**config.mk**
```make
export PLATFORM = sky130hd
export DESIGN_NAME = sprite_compositor_flat
export DESIGN_NICKNAME = d
export VERILOG_FILES = /design/src/rtl/sprite_compositor_if.sv /design/src/rtl/sprite_compositor.sv /design/src/flat_wrapper.sv
export SDC_FILE = /design/constraint.sdc
export NUM_CORES = 1
export LEC_CHECK = 0
export ABC_AREA = 1
export CAP_MARGIN = 20
export CELL_PAD_IN_SITES_DETAIL_PLACEMENT = 1
export CELL_PAD_IN_SITES_GLOBAL_PLACEMENT = 2
export CORE_ASPECT_RATIO = 0.5
export CORE_MARGIN = 10
export CORE_UTILIZATION = 28
export DETAILED_ROUTE_END_ITERATION = 8
export HOLD_SLACK_MARGIN = 0.12
export PLACE_DENSITY = 0.78
export SYNTH_ARGS = -nofsm -noshare
export SYNTH_HDL_FRONTEND = slang
export SYNTH_SLANG_ARGS = --single-unit
```
**constraint.sdc**
```tcl
create_clock -name clk_0 -period 4.2 [get_ports clk_0]
set_clock_uncertainty 0.15 [all_clocks]
set_input_delay 0.42 -clock clk_0 [delete_from_list [all_inputs] [get_ports clk_0]]
set_output_delay 0.42 -clock clk_0 [all_outputs]
set_load 0.02 [all_outputs]
```
**src/rtl/sprite_compositor_if.sv**
```systemverilog
// Pixel-side bundle between game logic and the compositor: pixel position, sprite table,
// overlay/background colours in; RGB and latched mode out.
interface sprite_compositor_if #(
    parameter int NUM_SPRITES = 4,
    parameter int COLOR_W     = 4,
    parameter int SIZE_W      = 7
);
    logic [9:0]                       pixel_x;
    logic [9:0]                       pixel_y;
    logic                             video_on;
    logic                             frame_start;
    logic [1:0]                       mode;
    logic [10*NUM_SPRITES-1:0]        spr_x;
    logic [10*NUM_SPRITES-1:0]        spr_y;
    logic [SIZE_W*NUM_SPRITES-1:0]    spr_w;
    logic [SIZE_W*NUM_SPRITES-1:0]    spr_h;
    logic [NUM_SPRITES-1:0]           spr_en;
    logic [NUM_SPRITES-1:0]           spr_blink;
    logic [3*COLOR_W*NUM_SPRITES-1:0] spr_color;
    logic                             overlay_on;
    logic [3*COLOR_W-1:0]             overlay_color;
    logic [3*COLOR_W-1:0]             bg_color;
    logic [COLOR_W-1:0]               red;
    logic [COLOR_W-1:0]               green;
    logic [COLOR_W-1:0]               blue;
    logic [1:0]                       mode_active;

    modport master (
        output pixel_x, pixel_y, video_on, frame_start, mode,
        output spr_x, spr_y, spr_w, spr_h, spr_en, spr_blink, spr_color,
        output overlay_on, overlay_color, bg_color,
        input  red, green, blue, mode_active
    );

    modport slave (
        input  pixel_x, pixel_y, video_on, frame_start, mode,
        input  spr_x, spr_y, spr_w, spr_h, spr_en, spr_blink, spr_color,
        input  overlay_on, overlay_color, bg_color,
        output red, green, blue, mode_active
    );
endinterface

```
**src/rtl/sprite_compositor.sv**
```systemverilog
// Priority sprite/overlay/background compositor with frame-latched screen mode and blink.
// Two-stage pipeline (inputs at cycle n drive RGB at n+2); free-running, no backpressure.
module sprite_compositor #(
    parameter int NUM_SPRITES = 4,
    parameter int COLOR_W     = 4,
    parameter int SIZE_W      = 7,
    parameter int BLINK_LOG2  = 5
) (
    input logic                clk_0,
    input logic                rst,
    sprite_compositor_if.slave bus
);
    localparam int RGB_W = 3 * COLOR_W;

    logic [BLINK_LOG2-1:0]        frame_cnt_q, frame_cnt_d;
    logic [1:0]                   mode_active_q, mode_active_d;
    logic [NUM_SPRITES-1:0]       hit_q, hit_d;
    logic                         ovl_on_q;
    logic                         vid_q;
    logic [2:0]                   bar_q;
    logic [RGB_W*NUM_SPRITES-1:0] spr_color_q;
    logic [RGB_W-1:0]             ovl_color_q;
    logic [RGB_W-1:0]             bg_color_q;
    logic [RGB_W-1:0]             rgb_q, rgb_d;
    logic [RGB_W-1:0]             play_color;
    logic                         blink_off;

    assign blink_off = frame_cnt_q[BLINK_LOG2-1];

    // Bounds are widened to 11 bits so a sprite hanging off column/line 1023 clips instead of wrapping.
    for (genvar gi = 0; gi < NUM_SPRITES; gi++) begin : g_hit
        logic [10:0] x_lo, x_hi, y_lo, y_hi, px, py;
        assign x_lo = {1'b0, bus.spr_x[10*gi +: 10]};
        assign y_lo = {1'b0, bus.spr_y[10*gi +: 10]};
        assign x_hi = x_lo + {{(11-SIZE_W){1'b0}}, bus.spr_w[SIZE_W*gi +: SIZE_W]};
        assign y_hi = y_lo + {{(11-SIZE_W){1'b0}}, bus.spr_h[SIZE_W*gi +: SIZE_W]};
        assign px   = {1'b0, bus.pixel_x};
        assign py   = {1'b0, bus.pixel_y};
        assign hit_d[gi] = bus.spr_en[gi] && !(bus.spr_blink[gi] && blink_off)
                           && (px >= x_lo) && (px < x_hi)
                           && (py >= y_lo) && (py < y_hi);
    end

    always_comb begin
        frame_cnt_d   = frame_cnt_q;
        mode_active_d = mode_active_q;
        if (bus.frame_start) begin
            frame_cnt_d   = frame_cnt_q + 1'b1;
            mode_active_d = bus.mode;
        end
    end

    always_comb begin
        play_color = ovl_on_q ? ovl_color_q : bg_color_q;
        // Walk from the highest index down so the lowest-index hit is the last to overwrite.
        for (int i = NUM_SPRITES - 1; i >= 0; i--) begin
            if (hit_q[i]) play_color = spr_color_q[RGB_W*i +: RGB_W];
        end

        case (mode_active_q)
            2'd0:    rgb_d = play_color;
            2'd1,
            2'd2:    rgb_d = ovl_on_q ? ovl_color_q : '0;
            default: rgb_d = {{COLOR_W{bar_q[2]}}, {COLOR_W{bar_q[1]}}, {COLOR_W{bar_q[0]}}};
        endcase

        if (!vid_q) rgb_d = '0;
    end

    always_ff @(posedge clk_0 or posedge rst) begin
        if (rst) begin
            frame_cnt_q   <= '0;
            mode_active_q <= 2'd0;
            hit_q         <= '0;
            ovl_on_q      <= 1'b0;
            vid_q         <= 1'b0;
            bar_q         <= 3'd0;
            spr_color_q   <= '0;
            ovl_color_q   <= '0;
            bg_color_q    <= '0;
            rgb_q         <= '0;
        end else begin
            frame_cnt_q   <= frame_cnt_d;
            mode_active_q <= mode_active_d;
            hit_q         <= hit_d;
            ovl_on_q      <= bus.overlay_on;
            vid_q         <= bus.video_on;
            bar_q         <= bus.pixel_x[9:7];
            spr_color_q   <= bus.spr_color;
            ovl_color_q   <= bus.overlay_color;
            bg_color_q    <= bus.bg_color;
            rgb_q         <= rgb_d;
        end
    end

    assign bus.red         = rgb_q[RGB_W-1 -: COLOR_W];
    assign bus.green       = rgb_q[2*COLOR_W-1 -: COLOR_W];
    assign bus.blue        = rgb_q[COLOR_W-1:0];
    assign bus.mode_active = mode_active_q;
endmodule
```
**src/flat_wrapper.sv**
```systemverilog
// flat-port wrapper written by rule: the top's interface ports become plain ports
module sprite_compositor_flat 
#(
    parameter int NUM_SPRITES = 4,
    parameter int COLOR_W     = 4,
    parameter int SIZE_W      = 7,
    parameter int BLINK_LOG2  = 5
)
  (clk_0, rst, bus_pixel_x, bus_pixel_y, bus_video_on, bus_frame_start, bus_mode, bus_spr_x, bus_spr_y, bus_spr_w, bus_spr_h, bus_spr_en, bus_spr_blink, bus_spr_color, bus_overlay_on, bus_overlay_color, bus_bg_color, bus_red, bus_green, bus_blue, bus_mode_active);
  sprite_compositor_if #(.NUM_SPRITES(NUM_SPRITES), .COLOR_W(COLOR_W), .SIZE_W(SIZE_W)) bus_i ();
  input logic clk_0;
  input logic rst;
  input wire logic [$bits(bus_i.pixel_x)-1:0] bus_pixel_x;
  input wire logic [$bits(bus_i.pixel_y)-1:0] bus_pixel_y;
  input wire logic [$bits(bus_i.video_on)-1:0] bus_video_on;
  input wire logic [$bits(bus_i.frame_start)-1:0] bus_frame_start;
  input wire logic [$bits(bus_i.mode)-1:0] bus_mode;
  input wire logic [$bits(bus_i.spr_x)-1:0] bus_spr_x;
  input wire logic [$bits(bus_i.spr_y)-1:0] bus_spr_y;
  input wire logic [$bits(bus_i.spr_w)-1:0] bus_spr_w;
  input wire logic [$bits(bus_i.spr_h)-1:0] bus_spr_h;
  input wire logic [$bits(bus_i.spr_en)-1:0] bus_spr_en;
  input wire logic [$bits(bus_i.spr_blink)-1:0] bus_spr_blink;
  input wire logic [$bits(bus_i.spr_color)-1:0] bus_spr_color;
  input wire logic [$bits(bus_i.overlay_on)-1:0] bus_overlay_on;
  input wire logic [$bits(bus_i.overlay_color)-1:0] bus_overlay_color;
  input wire logic [$bits(bus_i.bg_color)-1:0] bus_bg_color;
  output wire logic [$bits(bus_i.red)-1:0] bus_red;
  output wire logic [$bits(bus_i.green)-1:0] bus_green;
  output wire logic [$bits(bus_i.blue)-1:0] bus_blue;
  output wire logic [$bits(bus_i.mode_active)-1:0] bus_mode_active;
  assign bus_i.pixel_x = bus_pixel_x;
  assign bus_i.pixel_y = bus_pixel_y;
  assign bus_i.video_on = bus_video_on;
  assign bus_i.frame_start = bus_frame_start;
  assign bus_i.mode = bus_mode;
  assign bus_i.spr_x = bus_spr_x;
  assign bus_i.spr_y = bus_spr_y;
  assign bus_i.spr_w = bus_spr_w;
  assign bus_i.spr_h = bus_spr_h;
  assign bus_i.spr_en = bus_spr_en;
  assign bus_i.spr_blink = bus_spr_blink;
  assign bus_i.spr_color = bus_spr_color;
  assign bus_i.overlay_on = bus_overlay_on;
  assign bus_i.overlay_color = bus_overlay_color;
  assign bus_i.bg_color = bus_bg_color;
  assign bus_red = bus_i.red;
  assign bus_green = bus_i.green;
  assign bus_blue = bus_i.blue;
  assign bus_mode_active = bus_i.mode_active;
  sprite_compositor #(.NUM_SPRITES(NUM_SPRITES), .COLOR_W(COLOR_W), .SIZE_W(SIZE_W), .BLINK_LOG2(BLINK_LOG2)) u_core (.clk_0(clk_0), .rst(rst), .bus(bus_i));
endmodule
```
* Word-level counts from Yosys, hierarchy flattened
Index checks and enable logic that the tools add are counted.
** Word-level totals
- Register bits :: 100
- Bits in latches :: 0
- Memory bits (writable) :: 0
- ROM bits :: 0
- Memories :: 0
** Cells by class
- Add/sub/neg operators :: 9
- Multiply operators :: 0
- Divide/modulo/power cells :: 0
- Order comparisons :: 16
- Equal/unequal tests :: 2
- Shift operators :: 0
- Muxes and demuxes :: 8
- Bitwise gates (word level) :: 0
- Reductions and logical operators :: 30
** Operator list (count)
- 10-bit by 7-bit adder with 11-bit output :: 8
- 10-bit by 11-bit less-than comparator with 1-bit output :: 8
- 12-bit 2-to-1 mux :: 7
- 10-bit greater-or-equal comparator :: 8
- 1-bit logical AND :: 24
- 12-bit case mux with 2 select lines :: 1
- 5-bit by 1-bit adder with 5-bit output, second input constant :: 1
- 1-bit logical NOT :: 4
- 2-bit by 1-bit == test with 1-bit output, second input constant :: 1
- 2-bit == test, second input constant :: 1
- 2-bit logical NOT :: 1
- 2-bit OR reduction :: 1

* Logic depth before layout (Yosys ltp)
Gate-level depths: netlist (run 1).
- Depth after elaboration :: 7
- Mapped depth :: 19
- Depth with buffers taken out :: 19

* Worst setup path after synthesis (run 1)
No wires, ideal clock.
- Path kind :: input port to flip-flop
- Start :: input bus_spr_w[0]
- End :: register u_core.hit_q[0]
- Setup time :: 0.071 ns
- Arrival :: 2.451 ns
- Required time :: 3.979 ns
- Setup slack :: 1.528 ns
- Cell stages on the path :: 18
- Buffers on the path :: 0
- Cells stage by stage :: ha_1 > fa_1 > a21oi_1 > o21bai_2 > a21oi_1 > xor2_1 > ha_1 > nand2_1 > inv_1 > a21oi_1 > nand2_1 > nand2_1 > nand2_1 > nand2_1 > nand2_1 > nand2_1 > nand2_1 > nor2_1
** Between the ends
- Cells in the longest elaborated chain, start to end :: 5
** Ends and longest elaborated chain
- start, declared :: line flat_wrapper.sv:20 : input wire logic [$bits(bus_i.spr_w)-1:0] bus_spr_w;
- 10-bit by 7-bit adder with 11-bit output :: line sprite_compositor.sv:35 : assign x_hi = x_lo + {{(11-SIZE_W){1'b0}}, bus.spr_w[SIZE_W*gi +: SIZE_W]};
- 10-bit by 11-bit less-than comparator with 1-bit output :: line sprite_compositor.sv:40 : && (px >= x_lo) && (px < x_hi)
- 1-bit logical AND :: line sprite_compositor.sv:40
- 1-bit logical AND (2 in a row) :: line sprite_compositor.sv:41 : && (py >= y_lo) && (py < y_hi);
- via u_core.hit_d[0] :: line sprite_compositor.sv:17 : logic [NUM_SPRITES-1:0] hit_q, hit_d;
- end signal, assigned :: line sprite_compositor.sv:85 : hit_q <= hit_d;
- end, declared :: line sprite_compositor.sv:17
The timed path passes the listed nets, and every way through them passes these cells.
A chain may end at the register's enable or synchronous reset.

* Worst setup path in the final report (run 1)
- Start :: input bus_spr_x[30]
- End :: register u_core.hit_q[3]
** Between the ends
- Cells in the longest elaborated chain, start to end :: 5
- Elaborated cells between the ends (all ways) :: 7
- Classes of those cells :: add/sub (1); order compare (2); reduce/logical (4)
** Ends and longest elaborated chain
- start, declared :: line flat_wrapper.sv:18 : input wire logic [$bits(bus_i.spr_x)-1:0] bus_spr_x;
- 10-bit by 7-bit adder with 11-bit output or 10-bit greater-or-equal comparator (tied branches) :: line sprite_compositor.sv:35, sprite_compositor.sv:40
- 10-bit by 11-bit less-than comparator with 1-bit output or 1-bit logical AND (tied branches) :: line sprite_compositor.sv:40
- 1-bit logical AND * :: line sprite_compositor.sv:40
- 1-bit logical AND * (2 in a row) :: line sprite_compositor.sv:41
- via u_core.hit_d[3] :: line sprite_compositor.sv:17
The timed path passes the listed nets; every way through them passes the cells marked *.

==> metrics list, run 1 <==
* Shortest clock period the worst path allows after layout: 3.11 ns
- Sw Pwr: 1.27 mW
- Sequential cells account for 32.1% of the total power.
- Entering global routing, the biggest net connects 81 pins.
* Row count: 48
- The tool flagged a number of max-cap violations equal to 0.
- Portion of the clock cycle consumed by the worst path in the final layout: 74.0%
* Remaining design rule violation count: 0
- Sum of negative setup slack: 0 ns
* Total CTS buffers: 9
* Clock share of power: 24.0%
- The worst setup path is launched from an input port.
- Data arrival time of the worst path: 3.23 ns
- Setup bufs post-CTS: 0
- Summed instance area of the synthesized netlist: 10100 um^2
- Leakage Power: 6.87 nW
- For the pin with the worst max-slew slack, the measured transition is 0.934 ns.
* Commonest non-fill, non-tap cell in the layout: nand2_1
- Summing all non-filler instances in the final layout gives an area of 13400 um^2.
- Sequential elements use 24.9% of the synthesized area.
- Among all stages on the critical path, the largest delay is contributed by clkdlybuf4s50_1.
* Clock latency on the worst-skew pair: 0.35 ns
- Port bufs: 256
- Clock H-tree levels: 3
- Chain of cells forming the critical path: clkdlybuf4s50_1, ha_1, fa_1, a21oi_1, o21bai_2, a21oi_1, xor2_1, ha_1, nand2_1, inv_1, a21oi_1, nand2_1, nand2_1, nand2_1, nand2_1, nand2_1, nand2_1, nand2_1, nor2_1
- Hold Fails Final Rpt: 0
* Synthesized netlist net count: 1786
- The path class of the tightest hold or removal check is in2async.
* Sum of net half-perimeters after detailed placement: 32.0 mm
- Crit end category: register
- In the final layout, the share of cells above drive strength 1 is 2.08%.
- Post_cts resized: 0
* Setup repair after global routing missed its margin: no
- The longest clock path from root to sink contains 2 buffers.
* FF+latch count, synth: 100
* Post-route antenna net violation count: 0
- Setup violations remaining at the end of the flow were counted as 0.
* Number of clock sinks: 100
- Each instance of the synthesized netlist takes up on average 7.59 um^2.
- Critical path class: in2reg
- Cell Area, Placed: 13100 um^2
* Growth of design area from synthesis to finish: 33.5%
- Clk slew on worst S/H paths: 0.08 ns
- The detailed router finished its first iteration with 330 violations.
- The top cell types in the final layout, fill and taps aside, are nand2_1 (327), clkdlybuf4s50_1 (256), ha_1 (211).
* Most common cell type on the critical path: nand2_1
- Detailed routing inserted a total of 9613 vias.
- CTS tree: built
* Number of standard cells in the layout, taps in and fillers out: 2063
- The die covers 44300 um^2.
* Antenna violations before repair: 3
- In the final design database the tool counted 2042 nets.
* Via-to-Cell Ratio: 4.66
* Horiz. Die Dim: 288 um
- The die is 154 um tall.
- The first global-routing pass estimated 57.9 mm of wire.
- VDD sags by at most 172 uV.
- Area of the placeable core: 35000 um^2
- Yosys printed 0 warnings.
- PD cells: 254 nW/um^2
* Crit path buf inv count: 2
- 257 I/O pins were placed.
* Worst relative slew slack: 37.7%
* Final core utilization: 38.4%
- In this run the critical register-to-register path is launched from u_core.hit_q[1].
- The cell sitting at the root of the clock tree is a clkbuf_16.
- In the final routed layout, each cell accounts on average for 17.9 um.
- STA puts the critical path data required time at 4.33 ns.
* Synth Instances: 1324
- The number of slew-limit violations in the final report came to 0.
* Drt total wl: 36.9 mm
* Crit path max fanout: 3
* Portion of total power attributed to combinational logic: 43.9%
* Number of iterations in the first detailed-routing pass: 4
- After clock tree synthesis, the flow added hold-fix buffers numbering 0.
- Result of the run: finished clean
- The critical path starts at bus_spr_x[30].
* Netlist cell types: 31
- After detailed placement, the design holds a cell count of 2043.
- Sum of overflow across all layers after global routing: 0
- Kind of cell adding the most delay to the critical path: adder cells
* Starting density of the core: 28.8%
- Overall fraction of global-route tracks in use: 16.4%
- Longest individual stage delay on the worst path: 0.44 ns
- The via count of the first global-routing pass was 10600.
* Final RePlAce weighted congestion: 0.858
- Internal Power: 2.13 mW
- The design draws 3.40 mW.
- For this run, the top clock speed supported by timing is 322 MHz.
* Share of total power consumed by net switching: 37.4%
flip-flops by register name, indices dropped and copies added (netlist names):
name,count
u_core.bar_q,3
u_core.vid_q,1
u_core.ovl_on_q,1
u_core.bus.mode_active,2
u_core.rgb_q,12
u_core.spr_color_q,48
u_core.ovl_color_q,12
u_core.frame_cnt_q,5
u_core.bg_color_q,12
u_core.hit_q,4
final timing paths:
path	to	slack, ns	cells after the start
worst max-delay path	u_core.hit_q[3]	1.09	19
worst min-delay path	u_core.bg_color_q[1]	0.17	2
worst max register to register	u_core.rgb_q[6]	2.10	5
worst min register to register	u_core.frame_cnt_q[3]	0.33	1
max in group asynchronous	u_core.spr_color_q[29]	2.82	4
min in group clk_0	u_core.frame_cnt_q[3]	0.33	1
metrics by stage:
step | hold slack (ns) | setup WS (ns)
finish | 0.171 | 1.09
global route | 0.163 | 0.801
CTS | 0.331 | 1.11
detailed placement | 0.317 | 0.763
global placement | 0.316 | 0.836
floorplan | 0.296 | 1.01
final cells by class:
type                       count  area, um^2
fill                        4221       21500
timing repair buffer         260        2610
sequential                   100        2500
multi-input combinational   1013        6690
clock buffer                   9         225
inverter                     196         738
clock inverter                 7        57.6
tap                          475         594
antenna                        3        7.51
worst reg2reg max path, cell delays in order, from the launching register on:
cell and delay (ns):
dfrtp_1 0.94, inv_1 0.31, o21ai_0 0.26, nand2_1 0.07
a21oi_1 0.15, nor2_1 0.07
per-layer routing:
layer / track usage [%] / up-vias / part of all wire, %
met3: 1.53 / 29 / 1.7
met2: 32.7 / 76 / 56
met4: 3.11 / 0 / 1.2
met1: 18.4 / 4642 / 41
met5: 0 / - / 0
li1: - / 4866 / -
power groups by stage:
| stage | Clock, mW | Sequential, mW | Combinational, mW |
|---|---|---|---|
| after global routing | 0.880 | 1.10 | 1.72 |
| final | 0.819 | 1.09 | 1.49 |
| after detailed placement | 0 | 1.11 | 1.50 |
| after global placement | 0 | 1.11 | 1.45 |
| after floorplan | 0 | 1.11 | 0.883 |
| after CTS | 0.840 | 1.09 | 1.52 |
kinds of logic after synthesis:
group | after synthesis | synth area share (%)
AO/OA/AOI/OAI | 214 | 11.9
adder cells (fa/ha/maj) | 219 | 27.8
flip-flops | 100 | 24.9
multiplexers | 1 | 0.112
buffers and inverters | 211 | 8.60
XOR/XNOR | 68 | 5.92
AND/OR/NAND/NOR | 511 | 20.7
synth_stat cells:
library cell / instances / area share [%]
clkbuf_8: 2 / 0.27
o211ai_2: 1 / 0.12
o211ai_1: 21 / 1.6
a21oi_1: 126 / 6.3
buf_1: 2 / 0.075
fa_1: 8 / 1.6
o21a_1: 10 / 0.75
o21bai_2: 3 / 0.34
a22oi_1: 3 / 0.22
o21ai_1: 8 / 0.40
nor3_1: 5 / 0.25
xnor2_1: 12 / 1.0
dlygate4sd1_1: 1 / 0.087
mux2_2: 1 / 0.11
inv_2: 2 / 0.075
inv_1: 194 / 7.2
nand3_1: 52 / 2.6
nand3_2: 4 / 0.40
o21bai_1: 5 / 0.37
xor2_1: 56 / 4.9
buf_6: 6 / 0.67
nand4_1: 26 / 1.6
clkbuf_1: 2 / 0.075
nor2_1: 97 / 3.6
buf_2: 2 / 0.10
dfrtp_1: 100 / 25
a21o_1: 1 / 0.075
o21ai_2: 1 / 0.087
ha_1: 211 / 26
nand2_1: 327 / 12
o21ai_0: 35 / 1.7
Power figures use the tool's default switching activity.
==> inputs of run 2 (changes only) <==
- clock period: 4.2 -> 3 ns (I/O delays scaled with it)
==> run 2 against run 1 <==
- routed wire length up 2.5%
- final area up 3.9%
- register-to-register slack worse by 1.2 ns
- total power up 45%
- critical path type unchanged
- hold slack better by 0.048 ns
==> metrics list, run 2 (synthesized netlist as in run 1, its figures left out) <==
* Clock share of power: 24.0%
- The net count of the finished layout is 2103.
- Max Buffers Root-to-Sink: 2
- Number of cells on the worst hold path: 1
* Slowest cell on the critical path: clkdlybuf4s50_1
* Port bufs: 256
* Portion of the clock cycle consumed by the worst path in the final layout: 94.1%
* Number of iterations in the first detailed-routing pass: 4
- Max FFs per register: 48
- The die is 154 um tall.
- Once the floorplan was initialized, standard cells occupied 28.8% of the core.
- Clock H-tree levels: 3
- Data arrival time of the worst path: 2.96 ns
* Internal Power: 3.09 mW
* Horiz. Die Dim: 288 um
* Post-route antenna net violation count: 0
- The number of clock buffers added by TritonCTS is 9.
- Reg2Reg Setup Slack: 0.86 ns
- Total number of vias: 10000
- Hold Fails Final Rpt: 0
- Number of global-route vias before repair: 11300
- TritonCTS built the clock tree.
* Share of total power consumed by net switching: 37.3%
- Ranked by flip-flop count, first place goes to u_core.spr_color_q.
- Quantity of hold-fixing buffers added after cts: 0
- Once routing completed, OpenROAD measured the worst setup slack at 0.178 ns.
* Maximum clock frequency: 354 MHz
- The most numerous cell type found on the critical path is nand2_1.
- Crit end category: register
- Part of the power in registers: 31.1%
* Hold Path Class: in2reg
* Total chip power: 4.93 mW
* Fraction of final layout cells with drive strength greater than 1: 6.99%
- Sum of overflow across all layers after global routing: 0
* Number of clock sinks: 100
- WL per Instance: 17.8 um
- The run finished with clean final reports.
- In this run the most critical hold path is launched from bus_bg_color[1].
- Worst relative slew slack: 38.6%
- Chain of cells forming the critical path: clkdlybuf4s50_1, ha_2, fa_2, a21oi_2, o21bai_2, a21oi_2, xor2_1, ha_1, nand2_1, inv_1, a21oi_2, nand2_1, nand2_1, nand2_1, nand2_1, nand2_1, nand2_2, nand2_1, nor2_1
- The congestion estimate from routability-driven global placement came to 0.893.
- Worst setup SP type: input port
- Crit path buf inv count: 2
- After the first detailed-routing iteration, the DRC count stood at 268.
- Post-Place Cells: 2103
* Sw Pwr: 1.84 mW
* Overall fraction of global-route tracks in use: 16.8%
- Via-to-Cell Ratio: 4.73
- At the pin with the least slew margin, the transition time is 0.921 ns.
- First-pass GRT wire length: 59.4 mm
- The startpoint identified for the worst register-to-register timing path is u_core.hit_q[1].
- In the final timing run, aggregate negative setup slack is 0 ns.
- Entering global routing, the biggest net connects 64 pins.
- Across the run, the number of max-cap violations was 0.
* Crit path max fanout: 2
- Growth of design area from synthesis to finish: 38.7%
* Drt total wl: 37.8 mm
* Final setup violating endpoints: 0
* Fillers: 4283
* Portion of total power attributed to combinational logic: 45.0%
- Leakage Power: 7.17 nW
- Largest voltage drop on the vdd net: 280 uV
* Remaining design rule violation count: 0
- CTS placed an instance of clkbuf_16 at the clock tree root.
* Die Area: 44300 um^2
- The endpoint identified for the worst register-to-register timing path is u_core.rgb_q[6].
- 257 I/O pins were placed.
- In the layout the commonest cells are nand2_1 (325), clkdlybuf4s50_1 (255), ha_1 (207).
* PD cells: 353 nW/um^2
- The initial antenna violation count came to 2.
- R2r worst-path depth: 5
- Clock-pin slew was measured on the worst setup and hold paths at 0.08 ns.
- Pre-CTS worst setup slack: -0.372 ns
- Counting I/O delays and the setup requirement, the final critical path takes 2.82 ns.
- Required time of the critical path: 3.14 ns
- Worst min-delay path endpoint: u_core.bg_color_q[1]
* Commonest non-fill, non-tap cell in the layout: nand2_1
* Number of standard cells in the layout, taps in and fillers out: 2123
- Detailed placement finished with a half-perimeter wire length of 33.0 mm.
- For the worst-skew pair, the clock arrives at the later sink with an insertion delay of 0.36 ns.
- Max Transition Viols Final: 0
- Critical path class: in2reg
* Kind of cell adding the most delay to the critical path: adder cells
* Longest individual stage delay on the worst path: 0.45 ns
- Area of the placeable core: 35000 um^2
- The initialized floorplan defines 48 standard-cell rows.
## run 2: cell count changes in the layout (fill, tap and decap cells not counted), sizes merged
cell           previous run  this run
clkbuf                    9        10
clkinvlp                  1         3
diode                     3         2
clkdlybuf4s50           256       255
clkinv                    3         1
inv                     199       198
buf                       4        65
dlymetal6s2s              0         1
## run 2: area by class of cell
| class | count | area (um^2) | area share, % |
|---|---|---|---|
| antenna | 2 | 5.00 | 0.0359 |
| clock buffer | 10 | 239 | 1.71 |
| clock inverter | 6 | 55.1 | 0.395 |
| inverter | 196 | 739 | 5.30 |
| multi-input combinational | 1013 | 6760 | 48.5 |
| sequential | 100 | 2500 | 17.9 |
| tap | 475 | 594 | 4.26 |
| timing repair buffer | 321 | 3050 | 21.9 |
## run 2: power by group through the flow
stage	Clock [mW]	Sequential, mW	Combinational [mW]
after floorplan	0	1.56	1.24
after global placement	0	1.55	2.11
after detailed placement	0	1.56	2.22
after CTS	1.21	1.53	2.23
after global routing	1.27	1.55	2.54
final	1.18	1.53	2.22
## run 2: what timing repair did
action	in CTS	in global routing
buffers inserted	0	2
endpoints found under the setup margin	0	4
gates resized for setup	0	23
## run 2: worst reg2reg max path, stage by stage, from the launching register on
cell and delay, ns:
dfrtp_1 0.94, inv_1 0.31, o21ai_0 0.25, nand2_1 0.07, a21oi_1 0.15, nor2_1 0.08
## run 2: per-layer routing
layer	GRT usage [%]	part of all wire, %
met5	0	0
met4	4.02	2.1
met3	2.24	2.3
met2	33.2	55
met1	18.5	41
## run 2: worst max-delay path by stage
stage,slack [ns],startpoint,cells past startpoint,to
floorplan,0.45,bus_spr_w[0],18,u_core.hit_q[0]
global placement,-0.22,bus_spr_x[30],19,u_core.hit_q[3]
detailed placement,-0.37,bus_spr_x[30],19,u_core.hit_q[3]
CTS,0.02,bus_spr_x[30],19,u_core.hit_q[3]
global route,-0.04,bus_spr_x[30],19,u_core.hit_q[3]
finish,0.18,bus_spr_x[30],19,u_core.hit_q[3]
## run 2: metrics by stage
stage / hold WS, ns / utilization (%) / instance area [um^2]
floorplan: 0.181 / - / 10100
detailed placement: 0.325 / 38.8 / 13600
CTS: 0.200 / 39.6 / 13900
global placement: 0.313 / 38.8 / 13600
finish: 0.219 / 39.9 / 13900
global route: 0.211 / 39.9 / 13900
